==> src/rtl/decoder_mem_arbiter.sv <==
// Three-requester round-robin arbiter onto a single memory port, with an in-order
// ID FIFO that routes each memory response back to the requester that issued it.
module decoder_mem_arbiter #(
  parameter int ADDR_WIDTH = 32,
  parameter int DATA_WIDTH = 64,
  parameter int MAX_OUTST  = 4
) (
  input  logic                      clk_i,
  input  logic                      rst_i,
  input  logic [2:0]                req_valid_i,
  input  logic [3*ADDR_WIDTH-1:0]   req_addr_i,
  input  logic [3*DATA_WIDTH/8-1:0] req_wmask_i,
  input  logic [3*DATA_WIDTH-1:0]   req_data_i,
  input  logic [2:0]                req_cmd_i,
  output logic [2:0]                req_ready_o,
  output logic [2:0]                rsp_valid_o,
  output logic [DATA_WIDTH-1:0]     rsp_data_o,
  output logic                      rsp_err_o,
  output logic                      mem_req_valid_o,
  output logic [ADDR_WIDTH-1:0]     mem_req_addr_o,
  output logic [DATA_WIDTH/8-1:0]   mem_req_wmask_o,
  output logic [DATA_WIDTH-1:0]     mem_req_data_o,
  output logic                      mem_req_cmd_o,
  input  logic                      mem_req_ready_i,
  input  logic                      mem_rsp_valid_i,
  input  logic [DATA_WIDTH-1:0]     mem_rsp_data_i,
  input  logic                      mem_rsp_err_i,
  output logic [$clog2(MAX_OUTST):0] outst_cnt_o,
  output logic                      orphan_err_o
);

  localparam int MASK_WIDTH = DATA_WIDTH / 8;
  localparam int PTR_W      = $clog2(MAX_OUTST);
  localparam int CNT_W      = PTR_W + 1;

  typedef enum logic {
    ST_IDLE,
    ST_LOCKED
  } lock_state_t;

  lock_state_t       lock_state, lock_state_nxt;
  logic [1:0]        last_grant;
  logic [1:0]        locked_id;
  logic [1:0]        id_fifo [MAX_OUTST];
  logic [PTR_W-1:0]  wr_ptr, rd_ptr;
  logic [CNT_W-1:0]  cnt;
  logic              orphan_q;

  logic [1:0]        rr_id;
  logic              rr_valid;
  logic [1:0]        grant;
  logic              grant_valid;
  logic              fifo_full, fifo_empty;
  logic              handshake;
  logic              push, pop;
  logic [1:0]        head_id;

  assign fifo_full  = (cnt == CNT_W'(MAX_OUTST));
  assign fifo_empty = (cnt == '0);
  assign head_id    = id_fifo[rd_ptr];

  // Round-robin search beginning one past the last granted requester.
  always_comb begin
    logic [1:0] cand;
    rr_valid = 1'b0;
    rr_id    = 2'd0;
    cand     = 2'd0;
    for (int unsigned k = 1; k <= 3; k++) begin
      cand = 2'((32'(last_grant) + k) % 3);
      if (!rr_valid && req_valid_i[cand]) begin
        rr_valid = 1'b1;
        rr_id    = cand;
      end
    end
  end

  always_comb begin
    if (lock_state == ST_LOCKED) begin
      grant       = locked_id;
      grant_valid = req_valid_i[locked_id];
    end else begin
      grant       = rr_id;
      grant_valid = rr_valid;
    end
  end

  always_comb begin
    mem_req_valid_o = grant_valid && !fifo_full && !rst_i;
    mem_req_addr_o  = '0;
    mem_req_wmask_o = '0;
    mem_req_data_o  = '0;
    mem_req_cmd_o   = 1'b0;
    req_ready_o     = '0;
    for (int unsigned n = 0; n < 3; n++) begin
      if (grant_valid && grant == 2'(n)) begin
        mem_req_addr_o  = req_addr_i[n*ADDR_WIDTH +: ADDR_WIDTH];
        mem_req_wmask_o = req_wmask_i[n*MASK_WIDTH +: MASK_WIDTH];
        mem_req_data_o  = req_data_i[n*DATA_WIDTH +: DATA_WIDTH];
        mem_req_cmd_o   = req_cmd_i[n];
        req_ready_o[n]  = mem_req_ready_i && !fifo_full && !rst_i;
      end
    end
  end

  assign handshake = mem_req_valid_o && mem_req_ready_i;
  assign push      = handshake;
  assign pop       = mem_rsp_valid_i && !fifo_empty && !rst_i;

  assign rsp_valid_o  = pop ? (3'b001 << head_id) : 3'b000;
  assign rsp_data_o   = mem_rsp_data_i;
  assign rsp_err_o    = mem_rsp_err_i;
  assign outst_cnt_o  = cnt;
  assign orphan_err_o = orphan_q;

  always_comb begin
    lock_state_nxt = lock_state;
    case (lock_state)
      ST_IDLE:   if (mem_req_valid_o && !mem_req_ready_i) lock_state_nxt = ST_LOCKED;
      ST_LOCKED: if (handshake) lock_state_nxt = ST_IDLE;
      default:   lock_state_nxt = ST_IDLE;
    endcase
  end

  always_ff @(posedge clk_i or posedge rst_i) begin
    if (rst_i) begin
      lock_state <= ST_IDLE;
      locked_id  <= 2'd0;
      last_grant <= 2'd2;
    end else begin
      lock_state <= lock_state_nxt;
      if (lock_state == ST_IDLE && lock_state_nxt == ST_LOCKED) locked_id <= grant;
      if (handshake) last_grant <= grant;
    end
  end

  // A simultaneous push and pop leaves the count unchanged; full uses the pre-pop count.
  always_ff @(posedge clk_i or posedge rst_i) begin
    if (rst_i) begin
      wr_ptr   <= '0;
      rd_ptr   <= '0;
      cnt      <= '0;
      orphan_q <= 1'b0;
      for (int unsigned i = 0; i < MAX_OUTST; i++) id_fifo[i] <= 2'd0;
    end else begin
      if (push) begin
        id_fifo[wr_ptr] <= grant;
        wr_ptr          <= wr_ptr + PTR_W'(1);
      end
      if (pop) rd_ptr <= rd_ptr + PTR_W'(1);
      case ({push, pop})
        2'b10:   cnt <= cnt + CNT_W'(1);
        2'b01:   cnt <= cnt - CNT_W'(1);
        default: cnt <= cnt;
      endcase
      if (mem_rsp_valid_i && fifo_empty) orphan_q <= 1'b1;
    end
  end

endmodule

==> config.mk <==
export PLATFORM = sky130hd
export DESIGN_NAME = decoder_mem_arbiter
export DESIGN_NICKNAME = d
export VERILOG_FILES = /design/src/rtl/decoder_mem_arbiter.sv
export SDC_FILE = /design/constraint.sdc
export NUM_CORES = 1
export LEC_CHECK = 0
export ABC_AREA = 1
export CORE_AREA = 8 8 215 217
export CTS_BUF_LIST = sky130_fd_sc_hd__clkbuf_2 sky130_fd_sc_hd__clkbuf_4 sky130_fd_sc_hd__clkbuf_8
export DETAILED_ROUTE_END_ITERATION = 12
export DIE_AREA = 0 0 223 225
export SLEW_MARGIN = 20
export SYNTH_ARGS = -nofsm -noshare
export SYNTH_HDL_FRONTEND = slang
export SYNTH_SLANG_ARGS = --single-unit
==> constraint.sdc <==
create_clock -name clk_i -period 3.5 [get_ports clk_i]
set_clock_uncertainty 0.15 [all_clocks]
set_input_delay 0.7 -clock clk_i [delete_from_list [all_inputs] [get_ports clk_i]]
set_output_delay 0.7 -clock clk_i [all_outputs]
set_load 0.01 [all_outputs]
==> flow_summary_export.csv <==
group,metric,value,unit
run_status,status,"finished with violations",
run_status,violations,"setup timing",
setup_path,arrival,2.71,ns
global_routing,grt_pass1_vias,7395,
sta,fmax,0.281,GHz
setup_path,cp_top_family,"simple AND/OR/NAND/NOR gates",
pwr,p_leak,4.87,nW
clocking,htreeDepth,1,
routing,vias,7174,
floorplanning,rows,76,
logic_synthesis,ys_warn_count,0,
routing,drc_errors,0,
cells_and_area,design_area,10800,µm²
min_path,worstHoldStart,"orphan_err_o",
logic_synthesis,synthCells,730,
min_path,hold_end,"orphan_err_o",
placement,port_buffers,437,
cells_and_area,drive_above_1_share,36.0,%
logic_synthesis,syn_area,4250,µm²
sta,period_needed,3.56,ns
routing,ant_nets,0,
logic_synthesis,synth_area_leaders,"nand2_1, nand4_1, nand3_1",
logic_synthesis,synth-edff-count,0,
cells_and_area,diodes,0,
routing,drt_first_iter_violations,339,
logic_synthesis,synth-main-ff-cell,"dfrtp_1",
logic_synthesis,yosysTopAreaCell,"nand2_1",
run,cap_violations,0,
sta,finalSetupTns,-0.134,ns
setup_path,worst-path-buf-inv,5,
pwr,power.density,1290,nW/µm²
placement,placedCellCount,1632,
sta,worst_pin_slew,0.796,ns
global_routing,grt_overflow,0,
logic_synthesis,yosysMostFrequentCell,"nand2_1",
routing,avgRoutedWirePerCell,23.7,µm
sta,finalSetupViolations,11,
logic_synthesis,synth_top_area_share,21.4,%
setup_path,reg2regPathDepth,18,
cells_and_area,stdcell_count,1686,
setup_path,worst-r2r-setup-slack,0.25,ns
floorplanning,pin_count,568,
clocking,cts_root_buffer,"clkbuf_8",
logic_synthesis,synth_commonest_cells,"nand2_1, nand3_1, nand4_1, buf_4, buf_2",
placement,dp_hpwl,30.2,mm
placement,routabilityCongestion,0.987,
global_routing,antenna_found_initial,13,
clocking,clk_pin_slew_worst_paths,0.07,ns
clocking,cts.sinks,21,
min_path,hp-class,"reg2reg",
floorplanning,core_area,42700,µm²
min_path,hold_path_depth,1,
setup_path,max_stage_delay,0.59,ns
cells_and_area,fill_cells,4627,
placement,dpl_cell_area,9050,µm²
routing,first_pass_iters,4,
logic_synthesis,synth_seq_cells,21,
floorplanning,start_util,9.96,%
sta,hold_violations,0,
logic_synthesis,syn_nets,1127,
setup_path,cp-end-kind,"primary output",
pwr,ir_worst_vdd,0.000563,V
clocking,postCtsHoldBufs,0,
sta,fin_crit_sh,102,%
sta,worst_slack,-0.0571,ns
sta,drv_slew,0,
floorplanning,die_y,225,µm
pwr,power.total,14.0,mW
setup_path,cp_data_required_time,2.65,ns
floorplanning,die_w,223,µm
setup_path,worstSetupPathType,"reg2out",
cells_and_area,register_area,527,µm²
routing,routed_via_density,4.26,
cells_and_area,area_delta_synth_final,155,%
logic_synthesis,async_flop_share,100,%
logic_synthesis,ys_types,32,
clocking,clockBufferDepth,2,
global_routing,grt_usage,13.7,%
global_routing,grt_max_degree,43,
cells_and_area,multi_input_area,3580,µm²
setup_path,crit_fanout,8,
logic_synthesis,yosysSeqAreaShare,12.4,%
logic_synthesis,synth.avg_cell_area,5.82,µm²
sta,rsz0062_at_grt,"yes",
setup_path,critPathLaunchType,"flop",
setup_path,slowest_stage,"dfstp_2",
clocking,cts_made_buffers,3,
global_routing,grt_pass1_wl,51.3,mm
setup_path,path_cells,"ha_4 > inv_1 > nand2_1 > nand2_2 > a21oi_4 > nand4_1 > nand3_4 > buf_6 > nand2_8 > buf_12 > buf_12 > nand4_1 > nand3_2 > buf_6",
sta,slew_headroom,46.9,%
routing,drt_wl_total,39.9,mm
setup_path,r2r-end,"outst_cnt_o[2]",
floorplanning,die-area,50200,µm²
clocking,insertion_delay,0.25,ns
cells_and_area,num-nets-final,1538,
setup_path,reg2reg_from,"last_grant[1]",
clocking,cts_tree,"yes",
[cell usage in the layout (no fill, tap or decap), types with 5 or more instances in the layout]
master and count:
nand4_1 108, nand2_2 76, buf_6 78, buf_12 32, nor2_1 10, dfrtp_1 20
buf_16 12, o21ai_0 14, nand2_1 157, nand2_4 21, inv_1 25, nand3_2 78
ha_1 5, buf_2 33, inv_2 6, clkbuf_16 11, buf_4 30, clkdlybuf4s50_1 325
nand3_1 42
[layer usage]
| metal | vias up | share of wire [%] | global-route usage [%] |
|---|---|---|---|
| li1 | 3246 | - | - |
| met1 | 3306 | 34 | 13.7 |
| met2 | 502 | 50 | 25.1 |
| met3 | 110 | 10 | 5.70 |
| met4 | 10 | 5.2 | 5.18 |
| met5 | - | 0.17 | 0 |
[registers in the layout, indices dropped and copies added, names as in the netlist]
| signal | count |
|---|---|
| last_grant | 2 |
| rd_ptr | 2 |
| orphan_err_o | 1 |
| wr_ptr | 2 |
| id_fifo | 8 |
| lock_state | 1 |
| locked_id | 2 |
| outst_cnt_o | 3 |
[area by class of cell]
class / instances / share of cell area (%)
clock inverter: 1 / 0.0462
sequential: 21 / 4.87
clock buffer: 3 / 0.381
inverter: 33 / 1.19
timing repair buffer: 530 / 54.2
multi-input combinational: 552 / 33.0
tap: 546 / 6.31
[cells by family (layout without fill, tap and decap cells)]
family / count (synthesis) / in the layout / share of synthesized area [%]
AND/OR/NAND/NOR: 510 / 510 / 57.9
buffers and inverters: 157 / 567 / 22.1
AO/OA/AOI/OAI: 27 / 27 / 3.47
flip-flops: 21 / 21 / 12.4
adder cells (fa/ha/maj): 10 / 10 / 3.12
XOR/XNOR: 5 / 5 / 1.03
[what timing repair did]
item                                    in CTS  in global routing
endpoints found under the setup margin     109                110
cloned                                      13                 12
pin swaps                                   33                 44
buffers inserted                            18                  9
resized for setup                          478                273
[where the power goes]
| group | internal (mW) | total [mW] | switching (mW) |
|---|---|---|---|
| sequential | 0.358 | 0.455 | 0.0964 |
| combinational | 6.56 | 13.4 | 6.82 |
| clock | 0.0791 | 0.156 | 0.0764 |
[per-stage QoR]
stage	hold slack [ns]	util, %	setup WS (ns)
CTS	0.321	22.0	-0.0377
global route	0.338	25.4	-0.165
floorplan	0.287	-	0.563
global placement	0.290	21.2	-0.667
detailed placement	0.303	21.2	-0.670
finish	0.314	25.4	-0.0571
[worst max path at each step]
stage / start / endpoint / slack (ns) / cells past startpoint
finish: last_grant[1] / mem_req_addr_o[0] / -0.06 / 14
global route: last_grant[0] / mem_req_data_o[58] / -0.17 / 17
CTS: last_grant[1] / mem_req_addr_o[19] / -0.04 / 14
detailed placement: req_valid_i[1] / mem_req_addr_o[0] / -0.67 / 15
global placement: req_valid_i[1] / mem_req_addr_o[0] / -0.67 / 15
floorplan: last_grant[1] / mem_req_addr_o[0] / 0.56 / 12
(Power assumes the default switching activity.)
